==> src/rtl/controle_load_store.sv <==
// Sequencing controller for a shared add/sub ALU datapath running a minimal
// ADD/SUB/LD/ST stream; one instruction in flight, memory port with timeout.
//
// state | meaning
// IDLE  | waiting for instruction handshake
// EXEC  | datapath selects driven, one cycle
// MEM   | memory request outstanding, counting toward timeout
// WB    | register write-back and done pulse, one cycle
// ERR   | memory timeout, err pulse, no write, one cycle
module controle_load_store #(
  parameter int MEM_TIMEOUT = 16,
  parameter int CNT_W       = $clog2(MEM_TIMEOUT + 1)
) (
  input  logic       clk,
  input  logic       rst,
  input  logic       instr_valid,
  output logic       instr_ready,
  input  logic [1:0] instr_op,
  input  logic [4:0] instr_rd,
  input  logic [4:0] instr_rs1,
  input  logic [4:0] instr_rs2,
  input  logic [4:0] instr_offset,
  output logic [4:0] rf_ra_addr,
  output logic [4:0] rf_rb_addr,
  output logic       rf_we,
  output logic [4:0] rf_wr_addr,
  output logic       rf_wr_sel,
  output logic       op_mem,
  output logic       add_sub,
  output logic [4:0] offset,
  output logic       mem_req,
  output logic       mem_we,
  input  logic       mem_ack,
  output logic       busy,
  output logic       done,
  output logic       err
);

  typedef enum logic [2:0] {
    S_IDLE = 3'd0,
    S_EXEC = 3'd1,
    S_MEM  = 3'd2,
    S_WB   = 3'd3,
    S_ERR  = 3'd4
  } state_t;

  localparam logic [1:0] OP_SUB = 2'b01;
  localparam logic [1:0] OP_LD  = 2'b10;
  localparam logic [1:0] OP_ST  = 2'b11;
  localparam logic [CNT_W-1:0] CNT_LAST = CNT_W'(MEM_TIMEOUT - 1);

  state_t           state_q;
  logic [1:0]       op_q;
  logic [4:0]       rd_q;
  logic [4:0]       ra_q;
  logic [4:0]       rb_q;
  logic [4:0]       offset_q;
  logic [CNT_W-1:0] cnt_q;
  logic             rf_we_q;
  logic             rf_wr_sel_q;
  logic             op_mem_q;
  logic             add_sub_q;
  logic             mem_req_q;
  logic             mem_we_q;
  logic             done_q;
  logic             err_q;

  always_ff @(posedge clk) begin
    if (rst) begin
      state_q     <= S_IDLE;
      op_q        <= '0;
      rd_q        <= '0;
      ra_q        <= '0;
      rb_q        <= '0;
      offset_q    <= '0;
      cnt_q       <= '0;
      rf_we_q     <= 1'b0;
      rf_wr_sel_q <= 1'b0;
      op_mem_q    <= 1'b0;
      add_sub_q   <= 1'b0;
      mem_req_q   <= 1'b0;
      mem_we_q    <= 1'b0;
      done_q      <= 1'b0;
      err_q       <= 1'b0;
    end else begin
      // pulse-type outputs are asserted only by the branch entering their state
      rf_we_q     <= 1'b0;
      rf_wr_sel_q <= 1'b0;
      mem_req_q   <= 1'b0;
      mem_we_q    <= 1'b0;
      done_q      <= 1'b0;
      err_q       <= 1'b0;
      case (state_q)
        S_IDLE: begin
          if (instr_valid) begin
            state_q   <= S_EXEC;
            op_q      <= instr_op;
            rd_q      <= instr_rd;
            ra_q      <= instr_op[1] ? instr_rs2 : instr_rs1;
            rb_q      <= instr_op[1] ? instr_rs1 : instr_rs2;
            offset_q  <= instr_offset;
            op_mem_q  <= instr_op[1];
            add_sub_q <= (instr_op == OP_SUB);
          end
        end
        S_EXEC: begin
          if (op_q[1]) begin
            state_q   <= S_MEM;
            cnt_q     <= '0;
            mem_req_q <= 1'b1;
            mem_we_q  <= (op_q == OP_ST);
          end else begin
            state_q     <= S_WB;
            done_q      <= 1'b1;
            rf_we_q     <= (rd_q != 5'd0);
            rf_wr_sel_q <= 1'b0;
          end
        end
        S_MEM: begin
          if (mem_ack) begin
            state_q     <= S_WB;
            done_q      <= 1'b1;
            rf_we_q     <= (op_q != OP_ST) && (rd_q != 5'd0);
            rf_wr_sel_q <= (op_q == OP_LD);
          end else if (cnt_q == CNT_LAST) begin
            state_q <= S_ERR;
            err_q   <= 1'b1;
          end else begin
            cnt_q     <= cnt_q + 1'b1;
            mem_req_q <= 1'b1;
            mem_we_q  <= (op_q == OP_ST);
          end
        end
        S_WB, S_ERR: begin
          state_q   <= S_IDLE;
          op_mem_q  <= 1'b0;
          add_sub_q <= 1'b0;
        end
        default: begin
          state_q   <= S_IDLE;
          op_mem_q  <= 1'b0;
          add_sub_q <= 1'b0;
        end
      endcase
    end
  end

  assign instr_ready = (state_q == S_IDLE) && !rst;
  assign busy        = (state_q != S_IDLE);
  assign rf_ra_addr  = ra_q;
  assign rf_rb_addr  = rb_q;
  assign rf_wr_addr  = rd_q;
  assign rf_we       = rf_we_q;
  assign rf_wr_sel   = rf_wr_sel_q;
  assign op_mem      = op_mem_q;
  assign add_sub     = add_sub_q;
  assign offset      = offset_q;
  assign mem_req     = mem_req_q;
  assign mem_we      = mem_we_q;
  assign done        = done_q;
  assign err         = err_q;

endmodule

==> config.mk <==
export PLATFORM = sky130hd
export DESIGN_NAME = controle_load_store
export DESIGN_NICKNAME = d
export VERILOG_FILES = /design/src/rtl/controle_load_store.sv
export SDC_FILE = /design/constraint.sdc
export NUM_CORES = 1
export LEC_CHECK = 0
export CORE_AREA = 3 3 70 66
export DETAILED_ROUTE_END_ITERATION = 6
export DIE_AREA = 0 0 73 69
export PLACE_DENSITY_LB_ADDON = 0.15
export SETUP_SLACK_MARGIN = 0.3
export SYNTH_ARGS = -nofsm -noshare
export SYNTH_HDL_FRONTEND = slang
export SYNTH_SLANG_ARGS = --single-unit
==> constraint.sdc <==
create_clock -name clk -period 2.4 [get_ports clk]
set_input_delay 0.24 -clock clk [delete_from_list [all_inputs] [get_ports clk]]
set_output_delay 0.24 -clock clk [all_outputs]
set_load 0.03 [all_outputs]
==> out/metrics.yaml <==
sta:
  drv_slew: 0
  period_share: 0.833
  setup_viol: 0
  relSlewSlack: 0.684
  tns_ns: 0
  fmax_ghz: 0.500
  rsz0062_at_grt: "no"
  hold_viol: 0
  worst_pin_slew_ns: 0.472
  period_minus_slack_ns: 2.00
  final.setup_skew_ns: 0.00457
placed_design:
  dp_hpwl_um: 2680
  io_buffers: 55
  place.gp.congestion: 0.734
yosys:
  syn-cell-area_mm2: 0.00155
  synth_top_family_by_area: "simple AND/OR/NAND/NOR gates"
  netlist.area_leader.share: 0.490
  ys_seq_elements: 38
  netlist.top_cell.by_area: "dfxtp_1"
  ys_warn_count: 0
  seq_area_frac_synth: 0.490
  synth_adder_area_share: 0.0161
  synth_area_leaders: "dfxtp_1 49%, nand2_1 7.5%, mux2i_1 6.4%, a211oi_1 5.8%, a21oi_1 5.5%"
  synth-xor-area-share: 0
  synth_compound_area_frac: 0.151
  synthCells: 180
  syn_avg_cell_area_um2: 8.63
  ys.flop_type: "dfxtp_1"
  synth-simple-area-share: 0.242
  synth.net_count: 208
  synth_edf_count: 0
  synthMuxAreaShare: 0.0645
  synth-async-reset-ratio: 0
  yosysUniqueCellTypes: 34
floorplan:
  die_h_um: 69
  core_region_area_mm2: 0.00399
  dieArea_mm2: 0.00504
  initial_core_util: 0.389
  pin_count: 56
  rows: 22
  die_width_um: 73
cts:
  clkLatencyLatePin_ns: 0.29
  cts_buffers: 5
  cts_buffer_depth: 2
  cts_root_buffer: "clkbuf_8"
  cts_tree: "done"
  post_cts_buffers: 0
  clk_pin_slew_ns: 0.08
  ctsHtreeMaxLevel: 2
  clock-sinks: 38
worst_setup_path:
  worstPathRequired_ns: 2.58
  path_cells: "ha_2, and3_1, ha_1, or4b_4, a21o_4, a21oi_1, nor2_1"
  crit_slowest_cell: "or4b_4"
  end_kind: "register"
  r2r_slack_ns: 0.40
  slowest_delay_ns: 0.53
  criticalPathCategory: "register to register"
  path_buf_inv: 0
  critPathArrivalTime_ns: 2.18
  startpoint_type: "register"
  cp_max_fo: 5
  crit_family: "simple AND/OR/NAND/NOR gates"
global_routing:
  grt_max_degree: 23
  grt_pass1_vias: 1349
  grt_antenna_before_repair: 0
  grt_pass1_wl_um: 6240
  grtUsageTotal: 0.156
  grt-ovfl-total: 0
cells_and_area:
  final-seq-area_um2: 761
  nets: 264
  fillers: 383
  most-common-layout-cells: "54 x clkdlybuf4s50_1, 38 x dfxtp_1, 31 x nand2_1"
  final_core_util: 0.572
  antenna_cells: 0
  multiInputGateArea_um2: 748
  syn2layout_area_growth_pct: 47.1
  drive_above_1_share: 0.0802
  final_common_cell: "clkdlybuf4s50_1"
outcome:
  status: "completed"
routing:
  vias_per_cell: 4.98
  drtIter0Drc: 85
  wire_per_inst_um: 12.8
  ant_nets: 0
  wirelength_um: 3660
  num_vias: 1419
  drc: 0
  drt_pass1_iterations: 4
power:
  leakage_nw: 0.874
  total_power_mw: 1.76
  p_per_area_mw_per_mm2: 771
  vdd_drop_max_v: 0.000378
job:
  max-cap-violations: 0
worst_hold_path:
  hold_class: "register to register"
repair_timing:
action,in CTS,in global routing
endpoints found under the setup margin,0,6
gates resized for setup,0,4
hold buffers,0,0
worst min-delay path, cell delays in order, from the launching register on:
cell and delay (ns):
dfxtp_1 0.31, nand2_1 0.05, a21oi_1 0.05
power by group:
part / switching [mW] / total, mW / leakage [nW] / internal (mW)
sequential: 0.0428 / 0.731 / 0.311 / 0.689
clock: 0.240 / 0.549 / 0.0504 / 0.309
combinational: 0.270 / 0.481 / 0.512 / 0.212
cells in the mapped netlist (all sizes together) (2+ instances only):
library cell / instances
dfxtp: 38
nor3: 6
mux2i: 10
nor2: 22
clkbuf: 6
nand3: 4
a21o: 2
nand2: 31
o21ai: 2
or4b: 2
buf: 5
inv: 3
ha: 2
a211oi: 12
a21oi: 17
nand3b: 3
final cells by class:
type,instances,area share
sequential,38,0.333
multi-input combinational,128,0.327
tap,48,0.0263
clock buffer,5,0.0301
clock inverter,3,0.0197
timing repair buffer,60,0.258
inverter,3,0.00493
final timing paths:
kind,endpoint,start,cells past startpoint
setup / recovery,cnt_q[0],cnt_q[0],7
hold / removal,offset[3],offset[3],2
setup reg to reg,cnt_q[0],cnt_q[0],7
hold reg to reg,offset[3],offset[3],2
logic make-up after synthesis:
logic type / count (synthesis)
buffers and inverters: 14
DFF: 38
adders and majority gates: 2
muxes: 10
AOI/OAI and AO/OA: 37
and+or+nand+nor: 79
through the flow:
step,hold slack (ns),instance area (µm²),instances,setup slack (ns)
after floorplan,0.367,1550,180,0.489
after global placement,0.443,2150,277,0.408
after detailed placement,0.447,2150,277,0.392
after CTS,0.456,2270,285,0.300
after global routing,0.480,2280,285,0.312
final,0.456,2280,285,0.401
sequential cells by signal, indices dropped and copies added (netlist names):
| name | cells |
|---|---|
| add_sub | 1 |
| cnt_q | 5 |
| done | 1 |
| err | 1 |
| mem_req | 1 |
| mem_we | 1 |
| offset | 5 |
| op_mem | 1 |
| op_q | 2 |
| rf_ra_addr | 5 |
| rf_rb_addr | 5 |
| rf_we | 1 |
| rf_wr_addr | 5 |
| rf_wr_sel | 1 |
| state_q | 3 |
routing by layer:
metal	part of all wire	wire length (µm)	vias up	global-route usage
li1	-	-	731	-
met5	0	0	-	0
met1	0.46	1680	650	0.209
met3	0.059	216	6	0.0496
met2	0.47	1710	32	0.230
met4	0.014	53	0	0.0615
(Power assumes the default switching activity.)
